`src/rtl/riscv_pipe_pkg.sv`:
```
// Shared pipeline definitions: field widths, the MM/WB bundle
// and the stage-register occupancy state encoding.
package riscv_pipe_pkg;

    localparam int unsigned ALU_W    = 32;
    localparam int unsigned PC_W     = 32;
    localparam int unsigned RADDR_W  = 5;
    localparam int unsigned DCNTRL_W = 2;
    localparam int unsigned OPCODE_W = 6;
    localparam int unsigned FLAGS_W  = 3;
    localparam int unsigned MMWB_W   = 113;

    typedef struct packed {
        logic [ALU_W-1:0]    alu_result;
        logic [PC_W-1:0]     pc;
        logic [RADDR_W-1:0]  r3_addr;
        logic                mem_rw;
        logic [DCNTRL_W-1:0] r3_dcntrl;
        logic [OPCODE_W-1:0] opcode;
        logic [FLAGS_W-1:0]  flags;
        logic [ALU_W-1:0]    data_out;
    } mm_wb_t;

    localparam logic [1:0] ST_EMPTY = 2'd0;
    localparam logic [1:0] ST_ONE   = 2'd1;
    localparam logic [1:0] ST_TWO   = 2'd2;

endpackage

```
`src/rtl/pipe_skid_ctrl.sv`:
```
// Handshake control for pipe_stage_reg: state, in_ready/out_valid
// and datapath load enables. Two-entry skid mode under PIPE_SKID_EN.
module pipe_skid_ctrl
    import riscv_pipe_pkg::*;
(
    input  logic       clk,
    input  logic       reset,
    input  logic       flush,
    input  logic       in_valid,
    output logic       in_ready,
    output logic       out_valid,
    input  logic       out_ready,
    output logic       ld_main,
`ifdef PIPE_SKID_EN
    output logic       ld_skid,
    output logic       main_sel_skid,
`endif
    output logic [1:0] occupancy
);

    logic [1:0] state_q;
    logic [1:0] state_d;
    logic       vld_q;
    logic       push;
    logic       pop;
`ifdef PIPE_SKID_EN
    logic       rdy_q;
`endif

`ifdef PIPE_SKID_EN
    assign in_ready = rdy_q;
`else
    assign in_ready = reset & (~vld_q | out_ready);
`endif

    assign out_valid = vld_q;
    assign occupancy = state_q;
    assign push      = in_valid & in_ready;
    assign pop       = vld_q & out_ready;

    // State plus flopped copies of out_valid and in_ready
    always_ff @(posedge clk or negedge reset) begin
        if (!reset) begin
            state_q <= ST_EMPTY;
            vld_q   <= 1'b0;
`ifdef PIPE_SKID_EN
            rdy_q   <= 1'b1;
`endif
        end else begin
            state_q <= state_d;
            vld_q   <= (state_d != ST_EMPTY);
`ifdef PIPE_SKID_EN
            rdy_q   <= (state_d != ST_TWO);
`endif
        end
    end

    // Next state and load enables; flush wins over any transfer
    always_comb begin
        state_d       = state_q;
        ld_main       = 1'b0;
`ifdef PIPE_SKID_EN
        ld_skid       = 1'b0;
        main_sel_skid = 1'b0;
`endif
        if (flush) begin
            state_d = ST_EMPTY;
        end else begin
            unique case (1'b1)
                (state_q == ST_EMPTY): begin
                    if (push) begin
                        state_d = ST_ONE;
                        ld_main = 1'b1;
                    end
                end
                (state_q == ST_ONE): begin
`ifdef PIPE_SKID_EN
                    if (push && !pop) begin
                        state_d = ST_TWO;
                        ld_skid = 1'b1;
                    end else if (pop && !push) begin
                        state_d = ST_EMPTY;
                    end else if (push && pop) begin
                        ld_main = 1'b1;
                    end
`else
                    if (push) begin
                        ld_main = 1'b1;
                    end else if (pop) begin
                        state_d = ST_EMPTY;
                    end
`endif
                end
`ifdef PIPE_SKID_EN
                (state_q == ST_TWO): begin
                    if (pop) begin
                        state_d       = ST_ONE;
                        ld_main       = 1'b1;
                        main_sel_skid = 1'b1;
                    end
                end
`endif
                default: begin
                    state_d = ST_EMPTY;
                end
            endcase
        end
    end

endmodule

```
`src/rtl/pipe_stage_reg.sv`:
```
// Payload-agnostic pipeline stage register with valid/ready and flush.
// Define PIPE_SKID_EN for the two-entry skid version with registered in_ready.
module pipe_stage_reg
    import riscv_pipe_pkg::*;
#(
    parameter int unsigned          PAYLOAD_W = MMWB_W,
    parameter logic [PAYLOAD_W-1:0] RESET_VAL = '0
) (
    input  logic                 clk,
    input  logic                 reset,
    input  logic                 flush,
    input  logic                 in_valid,
    output logic                 in_ready,
    input  logic [PAYLOAD_W-1:0] in_data,
    output logic                 out_valid,
    input  logic                 out_ready,
    output logic [PAYLOAD_W-1:0] out_data,
    output logic [1:0]           occupancy
);

    logic                 ld_main;
    logic [PAYLOAD_W-1:0] main_q;
`ifdef PIPE_SKID_EN
    logic                 ld_skid;
    logic                 main_sel_skid;
    logic [PAYLOAD_W-1:0] skid_q;
`endif

    pipe_skid_ctrl u_ctrl (
        .clk           (clk),
        .reset         (reset),
        .flush         (flush),
        .in_valid      (in_valid),
        .in_ready      (in_ready),
        .out_valid     (out_valid),
        .out_ready     (out_ready),
        .ld_main       (ld_main),
`ifdef PIPE_SKID_EN
        .ld_skid       (ld_skid),
        .main_sel_skid (main_sel_skid),
`endif
        .occupancy     (occupancy)
    );

    assign out_data = main_q;

`ifdef PIPE_SKID_EN
    // Main register takes a new push or the promoted skid entry
    always_ff @(posedge clk or negedge reset) begin
        if (!reset) begin
            main_q <= RESET_VAL;
        end else if (ld_main) begin
            main_q <= main_sel_skid ? skid_q : in_data;
        end
    end

    // Skid register absorbs the push that arrives while stalled
    always_ff @(posedge clk or negedge reset) begin
        if (!reset) begin
            skid_q <= RESET_VAL;
        end else if (ld_skid) begin
            skid_q <= in_data;
        end
    end
`else
    // Single entry: main register loads on every accepted push
    always_ff @(posedge clk or negedge reset) begin
        if (!reset) begin
            main_q <= RESET_VAL;
        end else if (ld_main) begin
            main_q <= in_data;
        end
    end
`endif

endmodule

```
`config.mk`:
```
export PLATFORM = sky130hd
export DESIGN_NAME = pipe_stage_reg
export DESIGN_NICKNAME = d
export VERILOG_FILES = /design/src/rtl/riscv_pipe_pkg.sv /design/src/rtl/pipe_skid_ctrl.sv /design/src/rtl/pipe_stage_reg.sv
export SDC_FILE = /design/constraint.sdc
export NUM_CORES = 1
export LEC_CHECK = 0
export BUFFER_PORTS_ARGS = -buffer_cell sky130_fd_sc_hd__clkbuf_2
export CAP_MARGIN = 10
export CELL_PAD_IN_SITES_DETAIL_PLACEMENT = 1
export CELL_PAD_IN_SITES_GLOBAL_PLACEMENT = 2
export CORE_ASPECT_RATIO = 1.75
export CORE_MARGIN = 4
export CORE_UTILIZATION = 26
export CTS_CLUSTER_DIAMETER = 40
export CTS_CLUSTER_SIZE = 16
export DETAILED_ROUTE_END_ITERATION = 7
export GPL_TIMING_DRIVEN = 0
export PLACE_DENSITY = 0.71
export RECOVER_POWER = 25
export SLEW_MARGIN = 25
export SYNTH_ARGS = -nofsm -noshare
export SYNTH_HDL_FRONTEND = slang
export SYNTH_SLANG_ARGS = --single-unit
```
`constraint.sdc`:
```
create_clock -name clk -period 1.4 [get_ports clk]
set_input_delay 0.14 -clock clk [delete_from_list [all_inputs] [get_ports clk]]
set_output_delay 0.14 -clock clk [all_outputs]
set_load 0.03 [all_outputs]
```
## After elaboration in Yosys (flattened, before gate mapping)

Cells that the tools add are included.

| word-level totals | value |
|---|---|
| output and inout bits | 117 |
| bits of input ports | 118 |
| word-level logic and storage cells | 20 |
| memories | 0 |
| memory bits (read-only) | 0 |
| memory bits (writable) | 0 |
| register bits after elaboration | 116 |
| latch bits | 0 |

| cells by class | value |
|---|---|
| shift-type cells | 0 |
| reduce and logical (&&, ||, !) cells | 3 |
| div/mod/pow operators | 0 |
| mux-type cells | 8 |
| bitwise operators | 5 |
| magnitude comparators | 0 |
| $add $sub $neg | 0 |
| eq/ne operators | 1 |
| $mul | 0 |

Operators with widths:

| cell | number |
|---|---|
| 2-to-1 mux 2 bit | 4 |
| case mux 2 bit (2 select lines) | 1 |
| bitwise AND 1 bit | 3 |
| 2-to-1 mux 1 bit | 3 |
| == test 2 x 1 -> 1 bit, second input constant | 1 |
| logical NOT 2 bit | 1 |
| nonzero test 2 bit | 1 |
| OR reduction 2 bit | 1 |
| inverter 1 bit | 1 |
| OR 1 bit | 1 |

## Logic depth before layout (Yosys ltp)

| logic depth | value |
|---|---|
| depth in word-level cells | 8 |
| mapped depth | 5 |
| gate-level depth less buffers | 3 |

## Modules after synthesis

A second synthesis with hierarchy kept.

| unflattened totals | value |
|---|---|
| cell total of the unflattened synthesis | 252 |
| area total of the unflattened synthesis | 4647.0 sq um |

Modules (own cells, without submodules):

| module | sequential area each (sq um) | area an instance (sq um) | instances | cells each |
|---|---|---|---|---|
| pipe_stage_reg | 2827.7 | 4488.1 | 1 | 239 |
| pipe_skid_ctrl | 75.1 | 158.9 | 1 | 13 |

## Worst setup path before layout

No wires, ideal clock.

| path | value |
|---|---|
| path kind | register -> register |
| start point | reg u_ctrl.vld_q (netlist: u_ctrl.out_valid) |
| end point | reg main_q[49] (netlist: out_data[49]) |
| cell stages (with the launch flop) | 6 |
| clock period less this slack | 1.645 ns |
| path slack | -0.245 ns |
| arrival | 1.520 ns |
| buffers on the path | 2 |
| setup time | 0.125 ns |
| data required time | 1.275 ns |
| cells stage by stage | dfrtp_1 > inv_2 > o2111ai_2 > buf_6 > buf_6 > mux2_4 |

| on the way | value |
|---|---|
| word-level cells in the longest chain between the ends | 7 |

Ends and longest elaborated chain:

| what | RTL line | text |
|---|---|---|
| start, declared | pipe_skid_ctrl.sv:23 | `logic vld_q;` |
| start signal, assigned | pipe_skid_ctrl.sv:51 | `vld_q <= (state_d != ST_EMPTY);` |
| inverter 1 bit | pipe_skid_ctrl.sv:33 | `assign in_ready = reset & (~vld_q \| out_ready);` |
| OR 1 bit | pipe_skid_ctrl.sv:33 |  |
| bitwise AND 1 bit | pipe_skid_ctrl.sv:33 |  |
| bitwise AND 1 bit | pipe_skid_ctrl.sv:38 | `assign push = in_valid & in_ready;` |
| 2-to-1 mux 1 bit | pipe_skid_ctrl.sv:71, pipe_skid_ctrl.sv:87 |  |
| 2-to-1 mux 1 bit | - |  |
| 2-to-1 mux 1 bit | pipe_skid_ctrl.sv:66 | `if (flush) begin` |
| end signal, assigned | pipe_stage_reg.sv:71 | `main_q <= in_data;` |
| end, declared | pipe_stage_reg.sv:22 | `logic [PAYLOAD_W-1:0] main_q;` |

Every way passes these cells.
A chain may end at the register's enable or synchronous reset.

## Final worst setup path

| path | value |
|---|---|
| start point | reg u_ctrl.vld_q (netlist: u_ctrl.out_valid) |
| end point | reg main_q[4] (netlist: out_data[4]) |

The elaborated chain is that of the path after synthesis.

==> summary.md <==
| Metric | Value |
|---|---|
| Final Hold Fails | 88 |
| Crit path buffers/inverters | 4 |
| EDFF count, synth | 0 |
| Clock transition at path regs | roughly 60 ps |
| Total global-route track usage | 15.8% |
| Adder-cell share of the synthesized area | 0% |
| Critical Path Fanout Max | 10 |
| Synth Net Count | 368 |
| GPL Wtd Cong | around 0.69 |
| R2R Setup Slk | -140 ps |
| Worst setup EP type | flop |
| Worst vdd ir | between 0.7 and 0.8 mV |
| Ratio of cells with drive above 1 in the final layout | 64.4% |
| Grt ovf | 0 |
| Yosys cell types | 14 |
| Final ANT Viol Nets | 0 |
| Total power | 12.9 mW |
| Die area | between 15000 and 20000 sq um |
| Simple-Gate Fraction of Synth Area | less than 1% |
| Die width | between 100 and 150 microns |
| Worst Path Required | 1680 ps |
| Die H | roughly 180 microns |
| Most frequent cells after synthesis | dfrtp_1, mux2_2, mux2_4 |
| Top cell type's share of synthesized area | 64.8% |
| Slew Viols, Final | 0 |
| Antenna diodes | 0 |
| Total CTS buffers | 17 |
| Top FF cell, synth | dfrtp_1 |
| Leak pwr | 4.17 nW |
| Fmax | 651 MHz |
| RSZ-0062 raised after global routing | true |
| Row cnt | 63 |
| Worst slack, placed | -721 ps |
| DRC | 0 |
| Top cell type by total area after synthesis | dfrtp_1 |
| NumNets Final | 751 |
| Hold Crit Class | in2async |
| Tmin final | 1540 ps |
| Mapped Area | 4480 sq um |
| Worst-Skew Late Latency | 410 ps |
| DR iter-0 viols | 61 |
| Crit path DAT | 1820 ps |
| CP max stage cell | dfrtp_2 |
| CP max stage delay | 370 ps |
| Port bufs | between 200 and 250 |
| Via density | between 4 and 5 |
| Async S/R FF share, synth | 100% |
| Failing checks | hold timing, setup timing |
| Initial Utilization | 26.4% |
| Worst R2R End | out_data[4]$_DFFE_PN0P_ |
| Pin count of the biggest net entering global routing | 68 |
| Final worst path period share | 110% |
| R2R cell count | 6 |
| Top-count cell post-synth | dfrtp_1 |
| Top Ports | 235 |
| CTS sink count | 116 |
| Skew final | 7.56 ps |
| Synth Area in Compound Gates | less than 1% |
| Clock buffer depth | 2 |
| Reg2Reg Launch Point | u_ctrl.out_valid$_DFF_PN0_ |
| Largest family of logic cells by synthesized area | multiplexers |
| Kind of critical path | reg2reg |
| Minimum hold slack | -382 ps |
| Hpwl dp | 9.92 mm |
| Levels on crit path | 6 |
| Avg Cell Area, Syn | 17.9 sq um |
| Core Area | approximately 17000 sq um |
| Mux share of post-synthesis cell area | 31.8% |
| Outcome | finished, violations left |
| Register area share after synthesis | about two thirds |
| Vias | approximately 3600 |
| Area of the multi-input gates | 1530 sq um |
| Fillers | 1778 |
| Power Dens Cells | 1600 nW/um^2 |
| Setup TNS | -10870 ps |
| Root Driver | clkbuf_16 |
| CP Launch Point | u_ctrl.out_valid$_DFF_PN0_ |
| Setup crit start kind | flop |
| Critical Path, Cell by Cell | inv_2, o2111ai_4, buf_12, buf_4, buf_8, mux2_2 |
| Yosys reg bits | 116 |
| Drt pass-1 iters | 4 |
| # setup viols final | ~110 |
| Max-Cap Viols | 0 |
| DR WL/cell | 17.6 microns |
| TritonCTS clock tree | built |
| Xor-xnor portion of the synthesized cell area | 0% |
| Critical Path Sink | out_data[4]$_DFFE_PN0P_ |
| Area Overhead vs Synth | 81.3% |
| Leading post-synthesis cells by cell area | dfrtp_1, mux2_2, mux2_4 |
| CTS hold repair buffers | 113 |
| Yosys Warn Count | 0 |
| Total Wirelength | 15.4 mm |
| PnR worst setup slack | -136 ps |
| Vias in the first global route | 4345 |
| Initial antenna violation count | 0 |
| Register area | 2910 sq um |
| Crit path max-delay family | buffers and inverters |
| First-pass GRT wire length | 23.4 mm |
| Synth Instances | 250 |
| H-tree depth | 4 |
[cell type report]
cell class,count,area share [%]
clock inverters,15,2.33
well taps,227,3.50
flip-flops and latches,116,35.8
repair buffers,366,32.0
multi-input cells,120,18.9
plain buffers,10,2.16
clock buffers,17,5.24
inverters,2,0.0925
[timing repair]
action,CTS,global route
setup buffers,11,6
pin swaps,2,2
gates resized for setup,40,17
endpoints found under the hold margin,229,83
setup endpoints to repair,114,116
cloned,1,2
[per-stage QoR]
step / util (%) / cell area, sq um / std cells / hold slack [ps]
floorplan: - / 4510 / 250 / -156
global placement: 35.2 / 5970 / 711 / 355
detailed placement: 35.4 / 6000 / 712 / 134
CTS: 47.3 / 8020 / 868 / -393
global route: 47.9 / 8120 / 873 / -374
finish: 47.9 / 8120 / 873 / -382
[flip-flops by register name, summed over array words and instances (netlist names)]
register          cells
u_ctrl.out_valid      1
out_data            113
u_ctrl.occupancy      2
[power by group]
part	total [mW]	leakage, nW	internal [mW]	switching (mW)
registers	4.49	1.39	4.08	0.406
logic	3.92	2.49	1.58	2.34
clock network	4.54	0.294	2.96	1.58
[worst min path at each step]
stage                                    end        start
floorplan            out_data[0]$_DFFE_PN0P_        reset
global placement    out_data[92]$_DFFE_PN0P_  in_data[92]
detailed placement  out_data[66]$_DFFE_PN0P_        reset
CTS                 out_data[66]$_DFFE_PN0P_        reset
global route        out_data[65]$_DFFE_PN0P_        reset
finish              out_data[68]$_DFFE_PN0P_        reset
[cells by family (layout without fill, tap and decap cells)]
logic type             count (synthesis)  in the layout
DFF                                  116            116
buffers and inverters                 14            410
muxes                                113            113
other                                  1              1
and+or+nand+nor                        3              3
AOI/OAI and AO/OA                      3              3
[placed cells by master, fill, tap and decap left out]
| cell | netlist | routed |
|---|---|---|
| o2111ai_4 | 0 | 1 |
| o211ai_1 | 1 | 1 |
| a21boi_2 | 0 | 1 |
| buf_6 | 6 | 3 |
| mux2_4 | 40 | 50 |
| dfrtp_1 | 116 | 114 |
| conb_1 | 1 | 1 |
| buf_8 | 0 | 5 |
| dlygate4sd3_1 | 0 | 113 |
| inv_1 | 1 | 1 |
| clkbuf_2 | 0 | 231 |
| bufinv_16 | 0 | 4 |
| clkinv_4 | 0 | 1 |
| clkbuf_8 | 0 | 1 |
| clkbuf_16 | 0 | 20 |
| buf_16 | 0 | 2 |
| buf_4 | 0 | 9 |
| inv_2 | 1 | 1 |
| mux2_2 | 65 | 63 |
| clkinv_2 | 0 | 6 |
| clkinvlp_4 | 0 | 4 |
| nand2_2 | 0 | 2 |
| buf_2 | 6 | 1 |
| buf_12 | 0 | 8 |
| dfrtp_2 | 0 | 2 |
| nor2_4 | 0 | 1 |
[routing by layer]
layer / track usage (%) / share of wire, %
met1: 14.3 / 32
met2: 31.0 / 59
met3: 4.52 / 5.5
met4: 7.78 / 3.4
met5: 0 / 0
No activity file was read; power rests on OpenSTA's default activity.
